File: config.mk
export PLATFORM = sky130hd
export DESIGN_NAME = rrf_alloc_ctrl
export DESIGN_NICKNAME = d
export VERILOG_FILES = /design/src/rtl/rrf_alloc_ctrl_pkg.sv /design/src/rtl/rrf_alloc_ctrl.sv
export SDC_FILE = /design/constraint.sdc
export NUM_CORES = 1
export LEC_CHECK = 0
export ABC_AREA = 0
export BUFFER_PORTS_ARGS = -buffer_cell sky130_fd_sc_hd__buf_2
export CORE_MARGIN = 8
export CORE_UTILIZATION = 55
export CTS_CLUSTER_DIAMETER = 40
export DETAILED_ROUTE_END_ITERATION = 10
export GPL_TIMING_DRIVEN = 1
export PLACE_DENSITY = 0.87
export SETUP_SLACK_MARGIN = 0.5
export SLEW_MARGIN = 15
export SYNTH_ARGS = -nofsm -noshare
export SYNTH_HDL_FRONTEND = slang
export SYNTH_SLANG_ARGS = --single-unit
File: constraint.sdc
create_clock -name clk -period 7.2 [get_ports clk]
set_clock_uncertainty 0.2 [all_clocks]
set_input_delay 1.44 -clock clk [delete_from_list [all_inputs] [get_ports clk]]
set_output_delay 1.44 -clock clk [all_outputs]
set_load 0.02 [all_outputs]
File: src/rtl/rrf_alloc_ctrl_pkg.sv
// Shared rename-register-file constants, used by the RRF and its allocation controller.
package rrf_alloc_ctrl_pkg;

    localparam int RRF_NUM_DEFAULT = 64;
    localparam int RRF_SEL_DEFAULT = 6;

endpackage

File: src/rtl/rrf_alloc_ctrl.sv
// Rename-register tag allocator: circular alloc/commit pointers with wrap bit, stall and flush rollback.
// Optional macro RRF_ALLOC_SAME_CYCLE_FREE_EN lets same-cycle commits fund same-cycle dispatch.
module rrf_alloc_ctrl
    import rrf_alloc_ctrl_pkg::*;
#(
    parameter int RRF_NUM = RRF_NUM_DEFAULT,
    parameter int RRF_SEL = RRF_SEL_DEFAULT
) (
    input  logic               clk,
    input  logic               reset,
    input  logic               dp_req1,
    input  logic               dp_req2,
    input  logic               com_en1,
    input  logic               com_en2,
    input  logic               flush,
    input  logic [RRF_SEL:0]   flush_ptr,
    output logic [RRF_SEL-1:0] alloc_tag1,
    output logic [RRF_SEL-1:0] alloc_tag2,
    output logic [RRF_SEL:0]   alloc_ptr,
    output logic               stall,
    output logic [RRF_SEL-1:0] dpaddr1,
    output logic [RRF_SEL-1:0] dpaddr2,
    output logic               dpen1,
    output logic               dpen2,
    output logic [RRF_SEL-1:0] com_tag1,
    output logic [RRF_SEL-1:0] com_tag2,
    output logic [RRF_SEL:0]   freenum
);

    typedef logic [RRF_SEL:0]   ptr_t;
    typedef logic [RRF_SEL+1:0] avail_t;

    // The extra wrap bit makes full (difference RRF_NUM) distinct from empty (difference 0).
    function automatic ptr_t ptr_add(input ptr_t ptr, input logic [1:0] inc);
        ptr_add = ptr + ptr_t'(inc);
    endfunction

    ptr_t       alloc_ptr_q;
    ptr_t       com_ptr_q;
    ptr_t       occupancy;
    logic [1:0] need;
    logic [1:0] com_req;
    logic [1:0] com_cnt;
    avail_t     avail;
    logic       dispatch_ok;
    logic       commit_err;

    assign occupancy = alloc_ptr_q - com_ptr_q;
    assign freenum   = ptr_t'(RRF_NUM) - occupancy;
    assign need      = {1'b0, dp_req1} + {1'b0, dp_req2};
    assign com_req   = {1'b0, com_en1} + {1'b0, com_en2};

    // Retiring more than is in flight is illegal; the flag is observed in simulation, the count is clamped.
    assign commit_err = ptr_t'(com_req) > occupancy;
    assign com_cnt    = commit_err ? occupancy[1:0] : com_req;

`ifdef RRF_ALLOC_SAME_CYCLE_FREE_EN
    assign avail = avail_t'(freenum) + avail_t'(com_cnt);
`else
    assign avail = avail_t'(freenum);
`endif

    assign stall       = avail_t'(need) > avail;
    assign dispatch_ok = !stall && !flush && !reset;

    assign alloc_ptr  = alloc_ptr_q;
    assign alloc_tag1 = alloc_ptr_q[RRF_SEL-1:0];
    assign alloc_tag2 = alloc_tag1 + 1'b1;
    assign com_tag1   = com_ptr_q[RRF_SEL-1:0];
    assign com_tag2   = com_tag1 + 1'b1;
    assign dpaddr1    = alloc_tag1;
    assign dpaddr2    = alloc_tag2;
    assign dpen1      = dp_req1 && dispatch_ok;
    assign dpen2      = dp_req2 && dispatch_ok;

    always_ff @(posedge clk or posedge reset) begin
        if (reset) begin
            alloc_ptr_q <= '0;
            com_ptr_q   <= '0;
        end else begin
            if (flush) begin
                alloc_ptr_q <= flush_ptr;
            end else if (dispatch_ok) begin
                alloc_ptr_q <= ptr_add(alloc_ptr_q, need);
            end
            com_ptr_q <= ptr_add(com_ptr_q, com_cnt);
        end
    end

endmodule
# Word-level counts from Yosys, hierarchy flattened
# Cells that the tools add are included.
dict set report op_classes {
  muxes 3
  add_sub_neg 8
  n_lt_le_gt_ge 2
  reduce_logical 8
}
# cell count
set op_table {}
lappend op_table {{adder 7 x 2 -> 7 bit} 2}
lappend op_table {{> comparator 2 x 7 -> 1 bit} 2}
lappend op_table {{two-way mux 7 bit} 2}
lappend op_table {{adder 6 x 1 -> 6 bit, second input constant} 2}
lappend op_table {{subtractor 7 bit} 1}
lappend op_table {{subtractor 7 bit, first input constant} 1}
lappend op_table {{adder 1 x 1 -> 2 bit} 2}
lappend op_table {{logical AND 1 bit} 4}
lappend op_table {{zero test 1 bit} 3}
lappend op_table {{two-way mux 2 bit} 1}
lappend op_table {{nonzero test 2 bit} 1}
dict set report word_totals {
  out_inout_bits 53
  elab_cells 23
  in_bits 14
  register_bits 14
}

# Logic depth before layout (Yosys ltp)
# Gate-level depths: netlist of the first run.
dict set report logic_depth {
  ltp_word 8
  ltp_mapped 16
  mapped_depth_nobuf 16
}

# Worst setup path before layout of the first run
# Ideal clock, no wire load.
dict set report synth_timing {
  kind {register to output}
  start {register alloc_ptr_q[0] (netlist: alloc_ptr[0])}
  end {output port dpen1}
  t_arrival_ps 3553
  n_path_buf 0
  path_stages_with_launch 13
  slack_ps 2007
  t_required_ps 5560
  path_cell_list {dfrtp_1 -> inv_1 -> ha_1 -> fa_1 -> ha_1 -> inv_1 -> ha_1 -> nor2b_1 -> o21ai_0 -> o21ba_2 -> mux2i_2 -> o21a_4 -> and3_2}
}
dict set report synth_between {
  elab_chain_cells 7
}
# element line
set synth_rtl {}
lappend synth_rtl {{start, declared} rrf_alloc_ctrl.sv:38} ;# ptr_t alloc_ptr_q;
lappend synth_rtl {{start signal, assigned} rrf_alloc_ctrl.sv:82} ;# alloc_ptr_q <= flush_ptr;
lappend synth_rtl {{start signal, assigned} rrf_alloc_ctrl.sv:84} ;# alloc_ptr_q <= ptr_add(alloc_ptr_q, need);
lappend synth_rtl {{subtractor 7 bit} rrf_alloc_ctrl.sv:48} ;# assign occupancy = alloc_ptr_q - com_ptr_q;
lappend synth_rtl {{subtractor 7 bit} rrf_alloc_ctrl.sv:49} ;# assign freenum = ptr_t'(RRF_NUM) - occupancy;
lappend synth_rtl {{named net freenum[1]} rrf_alloc_ctrl.sv:27} ;# output logic [RRF_SEL:0] freenum
lappend synth_rtl {{> comparator 2 x 7 -> 1 bit} rrf_alloc_ctrl.sv:63} ;# assign stall = avail_t'(need) > avail;
lappend synth_rtl {{zero test 1 bit} rrf_alloc_ctrl.sv:64} ;# assign dispatch_ok = !stall && !flush && !reset;
lappend synth_rtl {{logical AND 1 bit (2 in a row)} rrf_alloc_ctrl.sv:64}
lappend synth_rtl {{logical AND 1 bit} rrf_alloc_ctrl.sv:73} ;# assign dpen1 = dp_req1 && dispatch_ok;
lappend synth_rtl {{end, declared} rrf_alloc_ctrl.sv:23} ;# output logic dpen1,
# The timed path passes the listed nets, and every way through them passes these cells.

# Worst setup path after layout of the first run
dict set report layout_timing {
  start {register alloc_ptr_q[0] (netlist: alloc_ptr[0])}
  end {output port dpen1}
}
dict set report layout_between {
  elab_chain_cells 7
}
# element line
set layout_rtl {}
lappend layout_rtl {{subtractor 7 bit} rrf_alloc_ctrl.sv:48}
lappend layout_rtl {{subtractor 7 bit} rrf_alloc_ctrl.sv:49}
lappend layout_rtl {{> comparator 2 x 7 -> 1 bit} rrf_alloc_ctrl.sv:63}
lappend layout_rtl {{zero test 1 bit} rrf_alloc_ctrl.sv:64}
lappend layout_rtl {{logical AND 1 bit (2 in a row)} rrf_alloc_ctrl.sv:64}
lappend layout_rtl {{logical AND 1 bit} rrf_alloc_ctrl.sv:73}
# No other way between the ends.

==> metrics.md, run 1 <==
| Metric | Value |
|---|---|
| Period utilisation layout | 77.2% |
| Grt total ovfl | 0 |
| Post-Synth XOR/XNOR Area | 10.5% |
| Placed cell area | 2100 µm² |
| Setup Buffers After CTS | 0 |
| Setup WS pre-CTS | 1.98 ns |
| Cts hold-fix bufs | 0 |
| Simple-gate area share of the yosys netlist | 20.5% |
| Core box area | 3340 µm² |
| Mux share of post-synthesis cell area | 1.84% |
| Drt drc | 0 |
| Synth Area in Adders | 15.6% |
| FILL cells | 295 |
| Fmax | 0.180 GHz |
| Initial Util | 57.1% |
| Seq/Total Area, Yosys | 18.4% |
| GRT Overall Usage | 17.2% |
| WS Path Type | reg -> out |
| Final Max Slew Viols | 0 |
| Post-CTS Resized | 0 |
| RSZ-0062 raised after global routing | false |
| Layout cells sized above 1 | 30.5% |
| Min-delay worst type | reg -> reg |
| First-pass GRT wire length | 7.62 mm |
| Final instance area | 2140 µm² |
| Synth Warn # | 0 |
| Pin count of the biggest net entering global routing | 24 |
| Worst setup margin | 1.64 ns |
| Dpl hpwl | 3.79 mm |
| Outcome | finished clean |
| CTS root buf | clkbuf_4 |
| CTS H-tree depth | 1 |
| CTS Buf Count | 3 |
| Max FO, Critical Path | 9 |
| CTS clk-pin slew, worst paths | 0.10 ns |
| Net count, final | 312 |
| Die ar. | 5610 µm² |
| Worst-Skew Late Latency | 0.29 ns |
| Gpl congestion | 0.861 |
| Final Hold Vio Count | 0 |
| Initial DRC Count | 80 |
| CTS Sinks | 14 |
| Yosys cell types | 47 |
| Syn nets | 269 |
| Mapped Area | 1910 µm² |
| Hold slack | 0.328 ns |
| CTS tree | yes |
| Area Growth Syn to Fin | 12.0% |
| Period minus WS final | 5.56 ns |
| Worst Path Required | 5.56 ns |
| Avg Inst Size Synth | 8.18 µm² |
| DR pass1 iterations | 4 |
| Antenna violations before repair | 0 |
| Flop-to-flop setup slack | 3.26 ns |
| Drt via density | 5.50 |
| Via count | 1767 |
| Post-synthesis compound-gate area fraction | 18.8% |
| Die X | 74.9 µm |
| Antenna Nets Post-Route | 0 |
| Worst EP arrival | 3.92 ns |
| IO buf count | 66 |
| Die Span Y | 74.9 µm |
| Number of global-route vias before repair | 1636 |
| # diodes | 0 |
| Largest family of logic cells by synthesized area | simple AND/OR/NAND/NOR gates |
| Synth Instances | 233 |
| Num ports | 67 |
| # rows | 21 |
| Crit end category | output pin |
| Final WL | 4.71 mm |
| Final setup viols | 0 |
| Max Cap Viol | 0 |
| Yosys reg bits | 14 |
| Routed length per instance | 14.7 µm |
| Worst setup SP type | register |
| Fin Setup TNS | 0 ns |
| CTS Buffer Depth | 2 |
| Tightest Pin Transition | 0.810 ns |
| Rel. slew slack | 45.3% |
-- placed cells by master (no fill, tap or decap), types with 7 or more instances in the layout --
master,synthesis,routed
nand3_1,10,10
nand2_1,14,14
dfrtp_1,14,14
ha_1,19,19
o21ai_0,8,8
buf_2,0,66
a21oi_1,9,9
inv_1,20,20
nor2_1,18,18
o211ai_1,10,10
xnor2_1,16,16
nor4_1,7,7
-- cell families (layout without fill, tap and decap cells) --
family / after synthesis / count (layout)
adders and majority gates: 22 / 22
buffers and inverters: 49 / 91
xor gates and xnor gates: 22 / 22
AOI/OAI and AO/OA: 48 / 48
DFF: 14 / 14
and+or+nand+nor: 75 / 75
muxes: 3 / 3
-- layer usage --
layer | global-route usage, % | share of wire [%] | vias to the layer above
met5 | 0 | 0 | -
li1 | - | - | 886
met2 | 29.1 | 49 | 53
met4 | 5.22 | 0.53 | 0
met3 | 3.06 | 5.5 | 4
met1 | 21.6 | 45 | 824
-- critical path, cell delays in order (launching register included) --
cell,delay [ns]
dfrtp_1,0.56
inv_1,0.11
ha_1,0.23
fa_1,0.51
ha_1,0.32
inv_1,0.05
ha_1,0.30
nor2b_1,0.13
o21ai_0,0.20
o21ba_2,0.21
mux2i_2,0.42
o21a_4,0.25
and3_2,0.18
buf_2,0.16
-- Yosys cell counts, drive strengths merged --
cell | n | area share, %
buf | 24 | 9.4
ha | 19 | 12
o21a | 2 | 1.2
o31a | 1 | 0.52
a2111o | 1 | 0.59
mux2i | 2 | 1.2
a221oi | 1 | 0.46
o211ai | 10 | 3.9
dfrtp | 14 | 18
a31o | 1 | 0.46
and2 | 3 | 0.98
clkinv | 1 | 0.20
a31oi | 1 | 0.33
o2111ai | 3 | 1.4
a22oi | 2 | 0.79
nor2 | 18 | 3.5
clkbuf | 4 | 0.79
nand2 | 14 | 2.8
nand4 | 1 | 0.33
nand3 | 10 | 2.6
o21ba | 1 | 0.52
nor2b | 5 | 1.6
o21ai | 8 | 2.1
o22ai | 1 | 0.66
xnor2 | 17 | 8.2
nor4 | 8 | 3.4
nand2b | 4 | 1.3
nand3b | 1 | 0.39
nor3 | 5 | 1.3
o311ai | 2 | 1.3
or3 | 1 | 0.33
xor2 | 5 | 2.3
o41ai | 1 | 0.46
fa | 3 | 3.1
a21o | 2 | 0.79
nor3b | 2 | 0.79
inv | 20 | 3.9
a21oi | 11 | 3.3
mux2 | 1 | 0.59
and3 | 3 | 1.1
-- per-stage QoR --
stage / cells / utilization [%]
3_3_place_gp: 317 / 62.9
6_report: 321 / 64.0
3_5_place_dp: 317 / 62.9
2_1_floorplan: 233 / -
4_1_cts: 321 / 64.0
5_1_grt: 321 / 64.0
-- state kept, by name, summed over array words and instances, names as in the netlist --
name and cells:
com_ptr_q 7, alloc_ptr 7
-- worst paths after layout --
path	start	endpoint	depth (start not counted)
hold / removal	com_ptr_q[6]$_DFF_PP0_	com_ptr_q[6]$_DFF_PP0_	1
min in group asynchronous	reset	alloc_ptr[3]$_DFFE_PP0P_	2
setup reg to reg	alloc_ptr[0]$_DFFE_PP0P_	com_ptr_q[6]$_DFF_PP0_	15
setup / recovery	alloc_ptr[0]$_DFFE_PP0P_	dpen1	13
hold reg to reg	com_ptr_q[6]$_DFF_PP0_	com_ptr_q[6]$_DFF_PP0_	1
max in group asynchronous	reset	com_ptr_q[2]$_DFF_PP0_	2
-- area by class of cell --
type                            instances  area, µm²  area share, %
Clock buffer                            4       36.3           1.70
Timing Repair Buffer                   66        330           15.5
Tap cell                               46       57.6           2.69
Multi-Input combinational cell        170       1280           60.0
Inverter                               21       78.8           3.69
Sequential cell                        14        350           16.4
Power of run 1 is not shown: default switching activity piles up to over one toggle a cycle in this logic, so the estimate is an artifact.
==> inputs of run 2 (changes only) <==
Settings changed: ABC_AREA 0 to 1, CORE_UTILIZATION 55 to 46, PLACE_DENSITY 0.87 to 0.78.
Clock period 7.2 ns to 4.7 ns, I/O delays scaled along.
==> metrics.md, run 2 <==
| Metric | Value |
|---|---|
| Outcome | finished clean |
| First-pass GRT wire length | 7.91 mm (+3.7%) |
| Routed length per instance | 12.8 µm (-13%) |
| Post-synth EDFFs | 0 (unchanged) |
| Ys flop type | dfrtp_1 |
| Syn nets | 312 (+16%) |
| # rows | 23 (+9.5%) |
| Synth Instances | 276 (+18%) |
| CTS root buf | clkbuf_8 |
| Met1 Resource Use GR | 17.2% (-4.4 points) |
| WHS Endpoint | com_ptr_q[6]$_DFF_PP0_ |
| Fin Setup TNS | 0 ns (unchanged) |
| CTS Buf Count | 3 (unchanged) |
| DR pass1 iterations | 4 (unchanged) |
| Number of global-route vias before repair | 1806 (+10%) |
| Worst Min Path Start | com_ptr_q[6]$_DFF_PP0_ |
| CTS Buffer Depth | 2 (unchanged) |
| Most frequent cells in the layout | 70 x nand2_1, 66 x buf_2, 42 x inv_1, 28 x nand3_1, 18 x ha_1 |
| Top cells by count, synth | 70 x nand2_1, 43 x inv_1, 28 x nand3_1 |
| Pin count of the biggest net entering global routing | 15 (-38%) |
| Worst Path Required | 3.56 ns (-2.00 ns) |
| CTS H-tree depth | 1 (unchanged) |
| Met3 usage | 2.12% (-0.94 points) |
| Reg2reg end | com_ptr_q[6]$_DFF_PP0_ |
| Max Cap Viol | 0 (unchanged) |
| LEAKAGE | 1.29 nW |
| Yosys cell types | 29 (-38%) |
| Post-synthesis compound-gate area fraction | 4.76% (-14 points) |
| Area leader, netlist | dfrtp_1 |
| Cell Count Post-Placement | 364 (+15%) |
| Antenna Nets Post-Route | 0 (unchanged) |
| Via count | 1809 (+2.4%) |
| WS Path Type | reg -> out |
| Most common cell in the netlist | nand2_1 |
| CP peak stage delay | 0.46 ns (-0.10 ns) |
| Most Crowded Layer GR | met2 |
| Worst-Skew Late Latency | 0.24 ns (-0.05 ns) |
| Tightest Pin Transition | 0.509 ns (-0.300 ns) |
| Area share of the largest cell type after synthesis | 18.5% (+0.13 points) |
| PwrDens | 830 nW/µm² |
| Min-delay worst type | reg -> reg |
| CTS clk-pin slew, worst paths | 0.06 ns (-0.04 ns) |
| Mux share of post-synthesis cell area | 0% (-1.8 points) |
| Dpl hpwl | 4.05 mm (+7.0%) |
| Clock Power Share | 6.3% |
| Synth Warn # | 0 (unchanged) |
| Num ports | 67 (unchanged) |
| Largest cells by area after synthesis | dfrtp_1 19%, nand2_1 14%, ha_1 13% |
| Final setup viols | 0 (unchanged) |
| Drt drc | 0 (unchanged) |
| Initial Util | 47.7% (-9.5 points) |
| R2R Path Start | alloc_ptr[2]$_DFFE_PP0P_ |
| Flop-to-flop setup slack | 0.85 ns (-2.41 ns) |
| Antenna violations before repair | 0 (unchanged) |
| Reg power frac | 13.1% |
| Post-Synth XOR/XNOR Area | 8.33% (-2.2 points) |
| Switching Share | 58.9% |
| # diodes | 0 (unchanged) |
| Period minus WS final | 4.06 ns |
| Seq/Total Area, Yosys | 18.5% (+0.13 points) |
| Die X | 80.2 µm (+7.0%) |
| Most frequent CP cell | inv_1 |
| Area Growth Syn to Fin | 14.7% |
| Critical-path top delay cell | fa_2 |
| Period utilisation layout | 86.4% |
| Crit path depth | 16 (+3) |
| Avg Inst Size Synth | 6.86 µm² (-16%) |
| Rel. slew slack | 66.0% (+21 points) |
| Met2 usage in global routing | 27.3% (-1.8 points) |
| Reg2reg path depth | 15 (unchanged) |
| Post-Layout Cell Count | 372 (+16%) |
| Critical path buffer and inverter count | 4 (+1) |
| Grt total ovfl | 0 (unchanged) |
| Layout cells sized above 1 | 31.4% (+0.82 points) |
| Critical-path cell list | inv_1 -> ha_2 -> fa_2 -> ha_1 -> inv_1 -> ha_1 -> inv_1 -> o21bai_1 -> nand3_1 -> nor2_1 -> nand2_1 -> nor2_2 -> nand2_2 -> nand2_4 -> nor2_1 -> buf_2 |
| VDD IR-drop max | 0.271 mV |
| Mapped Area | 1890 µm² (-0.72%) |
| RSZ-0062 raised after global routing | false |
| Gpl congestion | 0.837 (-2.8%) |
| Max FO, Critical Path | 10 (+1) |
| Largest family of logic cells by synthesized area | simple AND/OR/NAND/NOR gates |
| Die Span Y | 80.2 µm (+7.0%) |
| Die ar. | 6420 µm² (+15%) |
| CTS tree | yes |
| Fmax | 0.246 GHz |
| Commonest non-fill, non-tap cell in the layout | nand2_1 |
| Top delay family on crit path | adder cells |
| Switching power summed over all nets | 1.06 mW |
| Simple-gate area share of the yosys netlist | 32.3% (+12 points) |
| Worst setup SP type | register |
| Synth Area in Adders | 15.7% (+0.11 points) |
| IO buf count | 66 (unchanged) |
| Net count, final | 359 (+15%) |
| Worst EP arrival | 2.92 ns (-1.00 ns) |
| Asr flop ratio synth | 100% (unchanged) |
| Drt via density | 4.86 (-12%) |
| Final Hold Vio Count | 0 (unchanged) |
| Final WL | 4.75 mm (+0.74%) |
| Hold depth | 1 (unchanged) |
| Initial DRC Count | 63 (-21%) |
| Crit end category | output pin |
| GRT Overall Usage | 14.9% (-2.3 points) |
| Combinational Power Share | 80.5% |
| CTS Sinks | 14 (unchanged) |
| P_int | 0.741 mW |
| Core box area | 3970 µm² (+19%) |
| Final Max Slew Viols | 0 (unchanged) |
| Yosys reg bits | 14 (unchanged) |
[run 2: changes by cell type in the layout (fill, tap and decap cells not counted), moves of 9 or more]
cell      before  now
inv_1         20   42
nand2_1       14   70
nand3_1       10   28
nor2_1        18    9
o211ai_1      10    0
xnor2_1       16    5
[run 2: how the worst max path moves through the flow]
| stage | from | to |
|---|---|---|
| after CTS | alloc_ptr[0]$_DFFE_PP0P_ | dpen2 |
| final | alloc_ptr[0]$_DFFE_PP0P_ | dpen2 |
| after global routing | alloc_ptr[0]$_DFFE_PP0P_ | dpen2 |
| after detailed placement | alloc_ptr[0]$_DFFE_PP0P_ | dpen2 |
| after floorplan | alloc_ptr[0]$_DFFE_PP0P_ | dpen1 |
| after global placement | alloc_ptr[0]$_DFFE_PP0P_ | dpen2 |
[run 2: cells by family after synthesis]
logic type               after synthesis
flip-flops                            14
AO/OA/AOI/OAI                         16
XOR/XNOR                              18
AND/OR/NAND/NOR                      131
adder cells (fa/ha/maj)               22
buffers and inverters                 75
[run 2: repair_timing]
item,CTS,global route
gates resized for setup,3,3
hold buffers,0,0
setup endpoints to repair,3,3
pin swaps,0,1
hold endpoints to repair,0,0
buffers inserted,0,4
[run 2: worst register-to-register path: stages, from the launching register on]
cell and delay (ns):
dfrtp_1 0.54, ha_1 0.55, nand2_1 0.09, nor2_1 0.09
nand2_1 0.13, nand4_2 0.10, nand2_2 0.08, nor3_1 0.22
nand4_1 0.22, o21ai_0 0.22, ha_1 0.19, inv_1 0.05
fa_1 0.40, nor3_1 0.32, nand3_1 0.16, xnor2_1 0.16
[run 2: cell type report]
| class | instances | area, µm² |
|---|---|---|
| Multi-Input combinational cell | 187 | 1160 |
| Tap cell | 50 | 62.6 |
| Sequential cell | 14 | 354 |
| Inverter | 47 | 176 |
| Timing Repair Buffer | 70 | 360 |
| Clock buffer | 4 | 55.1 |
| Fill cell | 375 | 1800 |
[run 2: through the flow]
stage	setup WS, ns	hold WS [ns]	instance area, µm²	utilization (%)	power [mW]
final	0.637	0.316	2170	54.7	1.80
after global routing	0.486	0.340	2170	54.7	1.98
after CTS	0.532	0.316	2140	53.8	1.77
after detailed placement	0.686	0.309	2080	52.3	1.65
after global placement	0.771	0.279	2080	52.3	1.62
after floorplan	0.472	0.265	1890	-	1.35
[run 2: metal layers]
layer,vias to the layer above,wire [µm]
met3,2,189
met1,815,2090
met2,57,2440
met5,-,0
met4,0,25
li1,935,-
[run 2: power by group through the flow]
stage / logic (mW) / clock network (mW) / registers [mW]
final: 1.45 / 0.114 / 0.237
after global routing: 1.61 / 0.122 / 0.248
after CTS: 1.41 / 0.117 / 0.246
after detailed placement: 1.40 / 0 / 0.247
after global placement: 1.37 / 0 / 0.245
after floorplan: 1.11 / 0 / 0.233
Note: power is estimated with default switching activity, not from simulation.
==> inputs of run 3 (changes only) <==
Settings changed: RECOVER_POWER set to 100.
==> metrics.md, run 3 (synthesis results as in run 2) <==
| Metric | Value |
|---|---|
| Outcome | finished clean |
| Hold slack | 0.317 ns (+0.00111 ns) |
| CTS root buf | clkbuf_8 |
| Met1 Resource Use GR | 17.2% (unchanged) |
| Routed length per instance | 12.7 µm (-0.32%) |
| DR pass1 iterations | 4 (unchanged) |
| Worst setup SP type | register |
| # diodes | 0 (unchanged) |
| Initial DRC Count | 71 (+13%) |
| Multi-input gate area | 1130 µm² (-2.7%) |
| CTS Buffer Depth | 2 (unchanged) |
| WS Path Type | reg -> out |
| Flop-to-flop setup slack | 0.85 ns (about the same) |
| Drt drc | 0 (unchanged) |
| VDD IR-drop max | 0.260 mV (-3.9%) |
| Met3 usage | 2.12% (unchanged) |
| Worst-Skew Late Latency | 0.24 ns (about the same) |
| Period utilisation layout | 90.8% (+4.3 points) |
| RSZ-0062 raised after global routing | false |
| Most frequent cells in the layout | 73 x nand2_1, 51 x clkbuf_1, 43 x inv_1, 28 x nand3_1, 18 x ha_1 |
| Switching power summed over all nets | 1.05 mW (-1.1%) |
| Worst EP arrival | 3.13 ns (+0.21 ns) |
| CTS clk-pin slew, worst paths | 0.06 ns (about the same) |
| Most Crowded Layer GR | met2 |
| Grt total ovfl | 0 (unchanged) |
| Via count | 1807 (-0.11%) |
| PwrDens | 834 nW/µm² (+0.52%) |
| Crit end category | output pin |
| P_int | 0.682 mW (-8.0%) |
| CTS tree | yes |
| # rows | 23 (unchanged) |
| Area Growth Syn to Fin | 9.58% |
| Gpl congestion | 0.837 (unchanged) |
| Antenna violations before repair | 0 (unchanged) |
| Drt via density | 4.86 (-0.11%) |
| Fmax | 0.234 GHz (-4.8%) |
| Final Max Slew Viols | 0 (unchanged) |
| Dpl hpwl | 4.05 mm (unchanged) |
| Switching Share | 60.6% (+1.7 points) |
| FILL cells | 409 (+9.1%) |
| LEAKAGE | 1.13 nW (-13%) |
| Commonest non-fill, non-tap cell in the layout | nand2_1 |
| Met2 usage in global routing | 27.3% (unchanged) |
| Period minus WS final | 4.27 ns (+0.204 ns) |
| Num ports | 67 (unchanged) |
| CTS H-tree depth | 1 (unchanged) |
| Clock Power Share | 6.6% (+0.3 points) |
| GRT Overall Usage | 14.9% (unchanged) |
| Final WL | 4.73 mm (-0.32%) |
| Initial Util | 47.7% (unchanged) |
| Final Util | 52.2% (-2.4 points) |
| Core box area | 3970 µm² (unchanged) |
| Antenna Nets Post-Route | 0 (unchanged) |
| Cts hold-fix bufs | 0 (unchanged) |
| First-pass GRT wire length | 7.91 mm (unchanged) |
| Reg power frac | 13.7% (+0.6 points) |
| Layout cells sized above 1 | 13.4% (-18 points) |
| Combinational Power Share | 79.7% (-0.8 points) |
| Final Hold Vio Count | 0 (unchanged) |
| Min-delay worst type | reg -> reg |
| Die Span Y | 80.2 µm (unchanged) |
| Number of global-route vias before repair | 1806 (unchanged) |
| Setup WS pre-CTS | 0.686 ns (unchanged) |
| Max FO, Critical Path | 10 (unchanged) |
| Post-Layout Cell Count | 372 (unchanged) |
| Final setup viols | 0 (unchanged) |
| Pin count of the biggest net entering global routing | 15 (unchanged) |
| Net count, final | 359 (unchanged) |
| CTS Sinks | 14 (unchanged) |
| Rel. slew slack | 66.2% (+0.14 points) |
| IO buf count | 66 (unchanged) |
| Tightest Pin Transition | 0.507 ns (-0.00216 ns) |
| Die X | 80.2 µm (unchanged) |
| Cell Count Post-Placement | 364 (unchanged) |
| CTS Buf Count | 3 (unchanged) |
| Max Cap Viol | 0 (unchanged) |
| Worst setup margin | 0.433 ns (-0.204 ns) |
| Die ar. | 6420 µm² (unchanged) |
| Worst Path Required | 3.56 ns (about the same) |
| Register area | 353 µm² (-0.35%) |
| Fin Setup TNS | 0 ns (unchanged) |
run 3: final cells by class:
cell class | instances | area share, %
multi-input cells | 187 | 54.5
flip-flops and latches | 14 | 17.0
repair buffers | 70 | 14.3
inverters | 47 | 8.50
well taps | 50 | 3.02
clock buffers | 4 | 2.65
run 3: metal layers:
| layer | up-vias | routed length, µm |
|---|---|---|
| li1 | 935 | - |
| met4 | 0 | 50 |
| met2 | 60 | 2380 |
| met5 | - | 0 |
| met3 | 6 | 194 |
| met1 | 806 | 2110 |
run 3: stage by stage:
stage	total power [mW]	cell area, µm²
CTS	1.77	2140
finish	1.73	2070
detailed placement	1.65	2080
global route	1.91	2070
global placement	1.62	2080
floorplan	1.35	1890
run 3: path summary, 6_finish.rpt:
check                      cells past startpoint                  endpoint                startpoint
max                                           15                     dpen2  alloc_ptr[1]$_DFFE_PP0P_
max reg2reg                                   15    com_ptr_q[6]$_DFF_PP0_  alloc_ptr[2]$_DFFE_PP0P_
min reg2reg                                    1    com_ptr_q[6]$_DFF_PP0_    com_ptr_q[6]$_DFF_PP0_
max in group asynchronous                      2    com_ptr_q[0]$_DFF_PP0_                     reset
min in group asynchronous                      2  alloc_ptr[2]$_DFFE_PP0P_                     reset
min                                            1    com_ptr_q[6]$_DFF_PP0_    com_ptr_q[6]$_DFF_PP0_
run 3: critical path, stage by stage, from the launching register on:
cell	delay [ns]
dfrtp_1	0.49
inv_1	0.20
fa_2	0.51
ha_1	0.32
inv_1	0.05
ha_1	0.28
inv_1	0.05
o21bai_1	0.12
nand3_1	0.09
nor2_1	0.11
nand2_1	0.06
nor2_2	0.09
nand2_2	0.05
nand2_1	0.24
nor2_1	0.07
clkbuf_1	0.18
run 3: power by group through the flow:
stage / combinational [mW] / clock (mW) / sequential [mW]
after global routing: 1.54 / 0.122 / 0.249
after floorplan: 1.11 / 0 / 0.233
after detailed placement: 1.40 / 0 / 0.247
final: 1.38 / 0.114 / 0.238
after global placement: 1.37 / 0 / 0.245
after CTS: 1.41 / 0.117 / 0.246
run 3: what timing repair did:
action,4_1_cts,5_1_grt
endpoints found under the setup margin,3,3
pin swaps,0,1
gates cloned,0,0
resized for setup,3,3
setup buffers,0,4
